**src/rtl/id_ex_stage.sv**
```systemverilog
// id_ex_stage: ID/EX pipeline register with load-use hazard detection and bubble insertion.
// Hazard logic and the bubble counter exist only when ID_EX_HAZARD_DETECT_EN is defined.
module id_ex_stage (
  input  logic        clk,
  input  logic        reset_n,
  input  logic [31:0] instruction,
  input  logic        id_valid,
  input  logic [31:0] read_data1,
  input  logic [31:0] read_data2,
  input  logic [31:0] extended_bits,
  input  logic        RegWrite,
  input  logic        MemRead,
  input  logic        MemWrite,
  input  logic        MemtoReg,
  input  logic        ALUSrc,
  input  logic        RegDst,
  input  logic        Branch,
  input  logic [1:0]  ALUOp,
  input  logic        flush,
  output logic        ex_valid,
  output logic [31:0] ex_read_data1,
  output logic [31:0] ex_read_data2,
  output logic [31:0] ex_imm,
  output logic [4:0]  ex_rs,
  output logic [4:0]  ex_rt,
  output logic [4:0]  ex_rd,
  output logic [4:0]  ex_shamt,
  output logic [5:0]  ex_funct,
  output logic        ex_RegWrite,
  output logic        ex_MemRead,
  output logic        ex_MemWrite,
  output logic        ex_MemtoReg,
  output logic        ex_ALUSrc,
  output logic        ex_RegDst,
  output logic        ex_Branch,
  output logic [1:0]  ex_ALUOp,
  output logic        stall,
  output logic [15:0] bubble_count
);

  localparam int unsigned DATA_W      = 32;
  localparam int unsigned FIELD_W     = 26;
  localparam int unsigned CTRL_W      = 9;
  localparam int unsigned CNT_W       = 16;
  localparam int unsigned MEMREAD_BIT = 7;

  logic                ex_valid_q, ex_valid_d;
  logic [CTRL_W-1:0]   ctrl_q, ctrl_d;
  logic [FIELD_W-1:0]  field_q, field_d;
  logic [DATA_W-1:0]   rd1_q, rd1_d;
  logic [DATA_W-1:0]   rd2_q, rd2_d;
  logic [DATA_W-1:0]   imm_q, imm_d;
  logic [CTRL_W-1:0]   ctrl_in;
  logic                hazard_c;
  logic                opcode_unused;

  assign ctrl_in = {RegWrite, MemRead, MemWrite, MemtoReg, ALUSrc, RegDst, Branch, ALUOp};
  // Opcode is fully decoded upstream into the control inputs.
  assign opcode_unused = ^instruction[31:26];

  // Next EX state: flush and bubble both squash the slot and zero every field.
  always_comb begin
    ex_valid_d = id_valid;
    ctrl_d     = id_valid ? ctrl_in : CTRL_W'(0);
    field_d    = instruction[FIELD_W-1:0];
    rd1_d      = read_data1;
    rd2_d      = read_data2;
    imm_d      = extended_bits;
    if (flush || hazard_c) begin
      ex_valid_d = 1'b0;
      ctrl_d     = CTRL_W'(0);
      field_d    = FIELD_W'(0);
      rd1_d      = DATA_W'(0);
      rd2_d      = DATA_W'(0);
      imm_d      = DATA_W'(0);
    end
  end

  always_ff @(posedge clk) begin
    if (!reset_n) begin
      ex_valid_q <= 1'b0;
      ctrl_q     <= CTRL_W'(0);
      field_q    <= FIELD_W'(0);
      rd1_q      <= DATA_W'(0);
      rd2_q      <= DATA_W'(0);
      imm_q      <= DATA_W'(0);
    end else begin
      ex_valid_q <= ex_valid_d;
      ctrl_q     <= ctrl_d;
      field_q    <= field_d;
      rd1_q      <= rd1_d;
      rd2_q      <= rd2_d;
      imm_q      <= imm_d;
    end
  end

`ifdef ID_EX_HAZARD_DETECT_EN
  localparam logic [CNT_W-1:0] CNT_MAX = '1;

  logic [CNT_W-1:0] bubble_count_q, bubble_count_d;

  // Load in EX whose destination (never $0) is a source of the decode instruction.
  assign hazard_c = ex_valid_q && ctrl_q[MEMREAD_BIT] && (field_q[20:16] != 5'd0) && id_valid &&
                    ((field_q[20:16] == instruction[25:21]) || (field_q[20:16] == instruction[20:16]));

  always_comb begin
    bubble_count_d = bubble_count_q;
    if (hazard_c && !flush && (bubble_count_q != CNT_MAX)) begin
      bubble_count_d = bubble_count_q + CNT_W'(1);
    end
  end

  always_ff @(posedge clk) begin
    if (!reset_n) bubble_count_q <= CNT_W'(0);
    else          bubble_count_q <= bubble_count_d;
  end

  assign bubble_count = bubble_count_q;
`else
  assign hazard_c     = 1'b0;
  assign bubble_count = CNT_W'(0);
`endif

  assign stall = hazard_c && !flush;

  assign ex_valid      = ex_valid_q;
  assign ex_read_data1 = rd1_q;
  assign ex_read_data2 = rd2_q;
  assign ex_imm        = imm_q;
  assign ex_rs         = field_q[25:21];
  assign ex_rt         = field_q[20:16];
  assign ex_rd         = field_q[15:11];
  assign ex_shamt      = field_q[10:6];
  assign ex_funct      = field_q[5:0];
  assign {ex_RegWrite, ex_MemRead, ex_MemWrite, ex_MemtoReg,
          ex_ALUSrc, ex_RegDst, ex_Branch, ex_ALUOp} = ctrl_q;

endmodule

```
**config.mk**
```make
export PLATFORM = sky130hd
export DESIGN_NAME = id_ex_stage
export DESIGN_NICKNAME = d
export VERILOG_FILES = /design/src/rtl/id_ex_stage.sv
export SDC_FILE = /design/constraint.sdc
export NUM_CORES = 1
export LEC_CHECK = 0
export CAP_MARGIN = 15
export CORE_MARGIN = 5
export CORE_UTILIZATION = 32
export CTS_CLUSTER_DIAMETER = 30
export CTS_CLUSTER_SIZE = 28
export DETAILED_ROUTE_END_ITERATION = 10
export PLACE_DENSITY = 0.76
export SLEW_MARGIN = 20
export SYNTH_ARGS = -nofsm -noshare
export SYNTH_HDL_FRONTEND = slang
export SYNTH_SLANG_ARGS = --single-unit
```
**constraint.sdc**
```tcl
create_clock -name clk -period 0.8 [get_ports clk]
set_input_delay 0.16 -clock clk [delete_from_list [all_inputs] [get_ports clk]]
set_output_delay 0.16 -clock clk [all_outputs]
set_load 0.01 [all_outputs]
```
# [Word level (Yosys, flattened, before mapping)]
# Cells that the tools add are included.
# Widths: inputs -> output; s select.
[totals] reg_bits=132 input_bits=141 out_inout_bits=149 elab_cells=10
[classes] bitwise=2 reduce_logical=2
[op_table] cell="$reduce_or 3->1" count=1
[op_table] cell="$not 1->1" count=2
[op_table] cell="$reduce_or 2->1" count=1

# [Longest topological paths before layout]
# Gate-level depths: netlist of the first run.
[depth] ltp_word=2 ltp_mapped=3 ltp_nobuf=1

# [Least setup slack after synthesis of the first run]
# OpenSTA, ideal clock, no wires.
[synth_path] path_type="input -> register" startpoint="input flush" endpoint="register ctrl_q[0]" setup_ns=0.118 arrival_time_ns=0.568 t_required_ns=0.682 path_slack_ns=0.114 stages=2 path_buffers=1 cell_sequence="clkbuf_1 > and4b_2"
[synth_via] elab_chain_len=1
[synth_rtl] element="start, declared" line_no="19" text="input logic flush,"
[synth_rtl] element="$reduce_or 3->1 (no source line)"
[synth_rtl] element="end signal, assigned" line_no="89" text="ctrl_q <= ctrl_d;"
[synth_rtl] element="end, declared" line_no="48" text="logic [CTRL_W-1:0] ctrl_q, ctrl_d;"
# No other way between the ends.
# A chain may end at the register's enable or synchronous reset.

# [Final worst setup path of the first run]
[layout_path] startpoint="register ctrl_q[3]" endpoint="output ex_RegDst"
[layout_lines] element="end, declared" line_no="34" text="output logic ex_RegDst,"
# No word-level cell between the ends.

==> results of run 1 <==
worst min-delay path by stage:
stage | from | end | slack [ns] | cells after the start
2_1_floorplan | extended_bits[0] | ex_imm[0] | 0.32 | 1
3_5_place_dp | reset_n | ex_imm[24] | 0.71 | 3
3_3_place_gp | reset_n | ex_imm[21] | 0.71 | 3
4_1_cts | reset_n | ex_imm[21] | 0.26 | 3
5_1_grt | reset_n | ex_imm[24] | 0.27 | 3
6_report | reset_n | ex_imm[21] | 0.27 | 3
power by group through the flow:
stage	Sequential (uW)	Combinational [uW]	Clock [uW]
final	6960	1690	7050
after CTS	6930	1630	7200
after global routing	6970	1810	7510
after floorplan	7180	522	0
after detailed placement	7050	1800	0
after global placement	7040	1770	0
registers in the layout (all words and copies together) (netlist names):
register,flops
ex_read_data2,32
ctrl_q,9
ex_imm,32
field_q,26
ex_read_data1,32
ex_valid,1
kinds of logic (layout without fill, tap and decap cells):
family	after synthesis	in the layout
flops	132	132
simple gates	132	132
buf+inv	45	299
other cells	1	17
cells in the mapped netlist, drive strengths merged:
| cell | instances | share of area [%] |
|---|---|---|
| and3b | 123 | 26 |
| conb | 1 | 0.089 |
| clkbuf | 6 | 0.57 |
| and4b | 9 | 2.3 |
| dfxtp | 132 | 63 |
| buf | 39 | 8.3 |
cell type report:
type	count	area [um2]
clock buffers	24	482
clock inverters	5	52.6
fillers	1088	5510
multi-input cells	149	1240
flip-flops and latches	132	2730
well taps	172	215
repair buffers	270	2490
routing by layer:
layer / vias to the layer above / GRT usage (%) / wire length, um / part of all wire [%]
met2: 190 / 27.6 / 6450 / 51
met3: 24 / 8.15 / 1330 / 10
li1: 1545 / - / - / -
met5: - / 0 / 0 / 0
met4: 0 / 7.03 / 258 / 2.0
met1: 1464 / 15.7 / 4650 / 37
stage by stage:
stage	setup slack (ns)	setup TNS [ns]	utilization [%]	instance area [um2]	hold slack, ns
after global routing	-0.252	-29.99	56.7	7210	0.272
after floorplan	0.114	0	-	4260	0.324
after CTS	-0.256	-29.36	54.6	6950	0.259
after detailed placement	-0.333	-38.73	53.7	6830	0.711
after global placement	-0.319	-35.53	53.7	6830	0.705
final	-0.223	-25.39	56.7	7210	0.268
repair_timing:
| action | CTS | global route |
|---|---|---|
| hold buffers | 0 | 0 |
| pin swaps | 0 | 0 |
| endpoints found under the setup margin | 132 | 132 |
| gates resized for setup | 593 | 71 |
==> results.md, run 1 <==
- Status: finished, violations left
- Failing checks: setup timing
- Worst Setup EP: ex_RegDst
- Switching Fraction: between 20% and 30%
- TritonCTS buffer count: 17
- Post-DP HPWL: 9350 um
- Area Growth Syn to Fin: 71.7%
- Unique cell type count in the Yosys netlist: 11
- Synth warn: 0
- Initial DRT Pass Iterations: 3
- Seq pwr share: between 40% and 50%
- Width of the die: about 120 um
- RSZ-0062 raised after global routing: true
- Worst EP required: 0.64 ns
- CP max FO: 1
- Max-Cap Viols: 0
- XOR/XNOR share of the synthesized area: 0%
- CP startpoint: ctrl_q[3]
- Final-report hold violation count: 0
- Clock H-tree levels: 4
- Total number of vias: ~3.2k
- Period Utilization, post-route: 128%
- Die Y-Extent: around 120 um
- First-pass GRT wire length: between 15000 and 20000 um
- Inst Count DP: between 700 and 800
- # IOs: 290
- Post-route insts no fill: 752
- Root buf cell: clkbuf_16
- Cell Area, Synth: roughly 4200 um2
- Complex-gate fraction of the synthesized area: 0%
- Worst hold path type: in2reg
- Critical path arrival: approximately 0.86 ns
- Crit end category: output port
- Worst path top cell family by delay: flip-flops
- Lkg Pwr: between 0.003 and 0.004 uW
- Antenna-violating nets left: 0
- DIE AREA: ~16000 um2
- Setup bufs post-CTS: 0
- Syn_area_per_cell: 13.5 um2
- Cell count after synthesis: 310
- Initial antenna violation count: 0
- CP Depth: 1
- Internal power: 12400 uW
- Most frequent cells in the layout: clkdlybuf4s50_1 (132), and3b_1 (120), buf_2 (67), buf_6 (67)
- CP max-delay cell: dfxtp_2
- Multiplexer share of the synthesized area: 0%
- Sum of buffers and inverters on the critical path: 1
- CP max stage delay: around 0.34 ns
- Max Clk Rate: slightly below 1 GHz
- Clk sink count: around 130
- Post-Synth Adder-Cell Area: 0%
- RePlAce Congestion: 0.779
- Setup Crit Path Kind: reg2out
- Routed WL per cell: roughly 17 um
- Final nets: approximately 710
- Vias in the first global route: 3328
- Largest net degree at the start of global routing: 74
- Peak supply drop: slightly above 0.001 V
- Setup slack after layout: -0.223 ns
- Starting Density: around a third
- Clock share of power: between 40% and 50%
- Clock-pin slew on the worst setup and hold paths: 0.05 ns
- Core Region: 12700 um2
- CP cell instances: buf_6
- Number of port buffers: between 200 and 300
- Vias per cell: around 4.3
- Largest family of logic cells by synthesized area: simple AND/OR/NAND/NOR gates
- Commonest non-fill, non-tap cell in the layout: clkdlybuf4s50_1
- Final Max Tran Viols: 0
- Endpoints failing setup: roughly 130
- Total power: roughly 16000 uW
- #FFs+latches synth: approximately 130
- GRT Util Overall: 15.8%
- Share of cells above drive strength 1: between 40% and 50%
- CP Launch Type: flop
- Power Density: between 2000 and 2500 nW/um2
- GR Overflow Total: 0
- ANT cells: 0
- Sw Pwr: ~3300 uW
- CTS tree: done
- Drt initial violations: 128
- Row count: approximately 40
- CTS Buffer Depth: 2
- Drc violations: 0
- Routed wire length: around 13000 um
- Synth Area in Simple Gates: ~28%
- Seq/Total Area, Yosys: between 60% and 70%
- Gate power share: between 10% and 20%
- Post-route minimum period: 1.02 ns
(Power assumes the default switching activity.)
==> run 2, diff against run 1 <==
REMOVE_ABC_BUFFERS = 1   (was unset)
==> run 2 against run 1 <==
Compared with the run above:
- the run still ends with setup timing left
- power increased by 3.8%
- non-clock buffer count unchanged
- clock-buffer cell count decreased by 4
- flip-flop and latch count unchanged
- via count increased by 0.93%
- first-iteration DRC count decreased by 8.6%
- setup slack got worse by 0.0094 ns
- fmax decreased by 0.91%
- largest power group unchanged
==> results.md, run 2 (synthesis gave the netlist of run 1 again) <==
- Status: finished, violations left
- Failing checks: setup timing
- Row count: 41 (unchanged)
- Number of port buffers: 266 (unchanged)
- DIE AREA: 15500 um2 (unchanged)
- Max Clk Rate: 0.968 GHz (-0.91%)
- First-pass GRT wire length: 19100 um (+0.51%)
- Core Region: 12700 um2 (unchanged)
- Endpoints failing setup: 132 (unchanged)
- Critical path arrival: 0.87 ns (about the same)
- Post-DP HPWL: 9250 um (-1.1%)
- Area post-placement: 6830 um2 (unchanged)
- Width of the die: 125 um (unchanged)
- Max-Cap Viols: 0 (unchanged)
- RePlAce Congestion: 0.777 (-0.30%)
- WHS Endpoint: ex_read_data2[3]
- Final nets: 711 (unchanged)
- Worst path top cell family by delay: flip-flops
- Crit end category: output port
- # IOs: 290 (unchanged)
- Lkg Pwr: 0.00368 uW (+0.64%)
- Final-report hold violation count: 0 (unchanged)
- CP max-delay cell: dfxtp_4
- Drc violations: 0 (unchanged)
- CTS tree: done
- Post-Place Worst Slack: -0.355 ns (-0.0224 ns)
- Final Max Tran Viols: 0 (unchanged)
- CP max FO: 1 (unchanged)
- Worst EP required: 0.64 ns (about the same)
- Routed wire length: 12500 um (-1.7%)
- Period Utilization, post-route: 129% (+1.2 points)
- Most frequent cells in the layout: clkdlybuf4s50_1 (132), and3b_1 (120), buf_6 (73), dfxtp_2 (71), buf_2 (61)
- TNS Setup: -24.97 ns (+0.421 ns)
- Largest net degree at the start of global routing: 74 (unchanged)
- Area occupied by multi-input gates: 1240 um2 (unchanged)
- Filler Cell Count: 1058 (-2.8%)
- HP Start: reset_n
- Clk sink count: 132 (unchanged)
- CP cell instances: buf_6
- Worst hold slack: 0.284 ns (+0.0164 ns)
- Power Density: 2230 nW/um2 (+2.2%)
- Initial antenna violation count: 0 (unchanged)
- Share of cells above drive strength 1: 43.1% (+2.0 points)
- Sum of buffers and inverters on the critical path: 1 (unchanged)
- Setup bufs post-CTS: 0 (unchanged)
- ANT cells: 0 (unchanged)
- Drt initial violations: 117 (-8.6%)
- Vias per cell: 4.31 (+0.53%)
- Setup slack after layout: -0.233 ns (-0.00941 ns)
- Final instance area: 7320 um2 (+1.5%)
- Clock-pin slew on the worst setup and hold paths: 0.06 ns (about the same)
- RSZ-0062 raised after global routing: true
- TritonCTS buffer count: 17 (unchanged)
- CP max stage delay: 0.35 ns (about the same)
- Die Y-Extent: 125 um (unchanged)
- Area Growth Syn to Fin: 74.3%
- CP Launch Type: flop
- Total power: 16300 uW (+3.8%)
- Peak supply drop: 0.00106 V (+4.6%)
- Worst hold path type: in2reg
- WHS Path Cells: 3 (unchanged)
- Root buf cell: clkbuf_16
- CTS Buffer Depth: 2 (unchanged)
- Routed WL per cell: 16.5 um (-2.1%)
- Antenna-violating nets left: 0 (unchanged)
- Initial DRT Pass Iterations: 4 (+1)
- Starting Density: 33.0% (unchanged)
- Register Area: 2740 um2 (+0.37%)
- GR Overflow Total: 0 (unchanged)
- Clock H-tree levels: 4 (unchanged)
- Setup Crit Path Kind: reg2out
- GRT Util Overall: 15.8% (-0.081 points)
- Commonest non-fill, non-tap cell in the layout: clkdlybuf4s50_1
- Post-route minimum period: 1.03 ns (+0.00941 ns)
- Vias in the first global route: 3517 (+5.7%)
- Total number of vias: 3253 (+0.93%)
## run 2: final cells by class
class                      instances  area share, %
sequential                       132           37.4
tap                              172           2.94
clock inverter                    12           1.76
timing repair buffer             270           34.6
clock buffer                      20           6.38
multi-input combinational        149           17.0
## run 2: repair_timing
action / 4_1_cts / 5_1_grt
gates resized for setup: 588 / 87
setup endpoints to repair: 132 / 132
hold buffers: 0 / 0
endpoints found under the hold margin: 0 / 0
## run 2: how the worst max path moves through the flow
stage | depth (start not counted) | startpoint | slack [ns] | to
after CTS | 1 | ex_imm[12] | -0.27 | ex_imm[12]
after global placement | 1 | ex_imm[12] | -0.31 | ex_imm[12]
after floorplan | 0 | ctrl_q[0] | 0.31 | ex_ALUOp[0]
after detailed placement | 2 | id_valid | -0.36 | ctrl_q[2]
after global routing | 1 | ex_imm[12] | -0.27 | ex_imm[12]
final | 1 | ex_imm[12] | -0.23 | ex_imm[12]
## run 2: metal layers
layer	vias up	share of wire, %	track usage [%]
li1	1550	-	-
met1	1501	37	15.8
met2	184	50	27.4
met3	18	10	8.40
met4	0	2.0	6.19
met5	-	0	0
## run 2: per-stage QoR
stage,std cells,util (%)
global placement,723,53.7
CTS,755,55.0
floorplan,281,-
global route,755,57.5
detailed placement,723,53.7
finish,755,57.5
## run 2: power breakdown
part / total [uW] / internal, uW / switching (uW)
Clock: 7630 / 4820 / 2810
Sequential: 6960 / 6860 / 94.1
Combinational: 1700 / 1120 / 585
Total: 16300 / 12800 / 3490
==> run 3, diff against run 2 <==
CTS_CLUSTER_SIZE = unset   (was 28)
SKIP_CTS_REPAIR_TIMING = 1   (was unset)
==> run 3 against run 2 <==
Compared with the run above:
- highest routed layer unchanged
- largest cell class unchanged
- global-route usage fell by 0.21 points
- flip-flop and latch count did not move
- via count rose by 0.15%
- critical path depth did not move
- the run still ends with setup timing left
- sequential share of layout area rose by 0.12 points
==> results.md, run 3 (synthesis gave the netlist of run 1 again) <==
- RSZ-0062 raised after global routing: true
- Post-Place Worst Slack: -0.355 ns (unchanged)
- CP max FO: 1 (unchanged)
- Area occupied by multi-input gates: 1240 um2 (unchanged)
- Total power: 16300 uW (-0.12%)
- Register Area: 2730 um2 (-0.18%)
- Clock-pin slew on the worst setup and hold paths: 0.06 ns (about the same)
- Post-route minimum period: 1.03 ns (-0.000833 ns)
- Clk sink count: 132 (unchanged)
- Setup slack after layout: -0.232 ns (+0.000833 ns)
- Power Density: 2230 nW/um2 (+0.38%)
- Period Utilization, post-route: 129% (about the same)
- Filler Cell Count: 1065 (+0.66%)
- RePlAce Congestion: 0.777 (unchanged)
- Core Region: 12700 um2 (unchanged)
- Clock H-tree levels: 4 (unchanged)
- Drt initial violations: 120 (+2.6%)
- Final-report hold violation count: 0 (unchanged)
- Largest net degree at the start of global routing: 74 (unchanged)
- Inst Count DP: 723 (unchanged)
- Global routing's busiest layer: met2
- WHS Path Cells: 3 (unchanged)
- Drc violations: 0 (unchanged)
- Failing checks: setup timing
- Antenna-violating nets left: 0 (unchanged)
- Peak supply drop: 0.00106 V (about the same)
- Met3 Use GR: 7.89% (-0.51 points)
- Worst path top cell family by delay: flip-flops
- Total number of vias: 3258 (+0.15%)
- Met1 GRT Util: 15.5% (-0.26 points)
- CP Launch Type: flop
- Met2 GRT Util: 27.3% (-0.13 points)
- Status: finished, violations left
- GR Overflow Total: 0 (unchanged)
- Die Y-Extent: 125 um (unchanged)
- CP max stage delay: 0.35 ns (about the same)
- # IOs: 290 (unchanged)
- Final instance area: 7280 um2 (-0.50%)
- Initial antenna violation count: 0 (unchanged)
- CP Depth: 1 (unchanged)
- Post-route insts no fill: 755 (unchanged)
- Max-Cap Viols: 0 (unchanged)
- Endpoints failing setup: 132 (unchanged)
- First-pass GRT wire length: 18800 um (-1.4%)
- Commonest non-fill, non-tap cell in the layout: clkdlybuf4s50_1
- Post-DP HPWL: 9250 um (unchanged)
- Critical path arrival: 0.87 ns (about the same)
- Vias per cell: 4.32 (+0.15%)
- Final nets: 711 (unchanged)
- Area Growth Syn to Fin: 73.4%
- Routed wire length: 12500 um (about the same)
- CTS Buffer Depth: 2 (unchanged)
- TritonCTS buffer count: 17 (unchanged)
- Most frequent cells in the layout: clkdlybuf4s50_1 (132), and3b_1 (120), buf_6 (68), dfxtp_2 (67), buf_2 (66)
- Starting Density: 33.0% (unchanged)
- GRT Util Overall: 15.5% (-0.21 points)
- Root buf cell: clkbuf_16
- Routed WL per cell: 16.5 um (about the same)
- Number of port buffers: 266 (unchanged)
- Vias in the first global route: 3507 (-0.28%)
- Sum of buffers and inverters on the critical path: 1 (unchanged)
- Row count: 41 (unchanged)
- Worst hold path type: in2reg
- Crit end category: output port
- Worst hold slack: 0.286 ns (+0.00238 ns)
- DIE AREA: 15500 um2 (unchanged)
- Max Clk Rate: 0.969 GHz (about the same)
- Initial DRT Pass Iterations: 4 (unchanged)
- Width of the die: 125 um (unchanged)
- Lkg Pwr: 0.00367 uW (-0.16%)
- Final Max Tran Viols: 0 (unchanged)
- Area post-placement: 6830 um2 (unchanged)
- CP cell instances: buf_6
- Share of cells above drive strength 1: 42.4% (-0.69 points)
- ANT cells: 0 (unchanged)
- Setup Crit Path Kind: reg2out
- CTS tree: done
- CP max-delay cell: dfxtp_4
- Worst EP required: 0.64 ns (about the same)
-- run 3: cell counts in the layout (fill, tap and decap cells not counted) --
Identical to the previous run, type by type.
-- run 3: tightest hold or removal path, stage by stage --
cell     delay (ns)
buf_2          0.13
buf_12         0.17
and3b_1        0.18
-- run 3: power by group --
part / switching, uW / leakage [uW] / total, uW / internal (uW)
sequential: 92.1 / 0.00111 / 6950 / 6860
clock: 2800 / 0.000276 / 7620 / 4820
combinational: 585 / 0.00228 / 1690 / 1110
total: 3480 / 0.00367 / 16300 / 12800
-- run 3: worst paths after layout --
check,to,slack [ns],start
hold / removal,ex_read_data2[3],0.29,reset_n
setup / recovery,ex_imm[12],-0.23,ex_imm[12]
-- run 3: cell type report --
class	instances	share of cell area [%]
Clock inverter	12	1.77
Timing Repair Buffer	270	34.3
Sequential cell	132	37.5
Clock buffer	20	6.41
Tap cell	172	2.96
Multi-Input combinational cell	149	17.1
-- run 3: layer usage --
layer / vias up / share of wire [%] / routed length [um]
met4: 0 / 2.0 / 253
met1: 1503 / 37 / 4650
met5: - / 0 / 0
met3: 19 / 10 / 1280
li1: 1551 / - / -
met2: 185 / 50 / 6280
-- run 3: through the flow --
stage	util, %	TNS (ns)
2_1_floorplan	-	0
3_3_place_gp	53.7	-35.18
3_5_place_dp	53.7	-37.82
4_1_cts	58.4	-84.67
5_1_grt	57.2	-30.11
6_report	57.2	-24.95
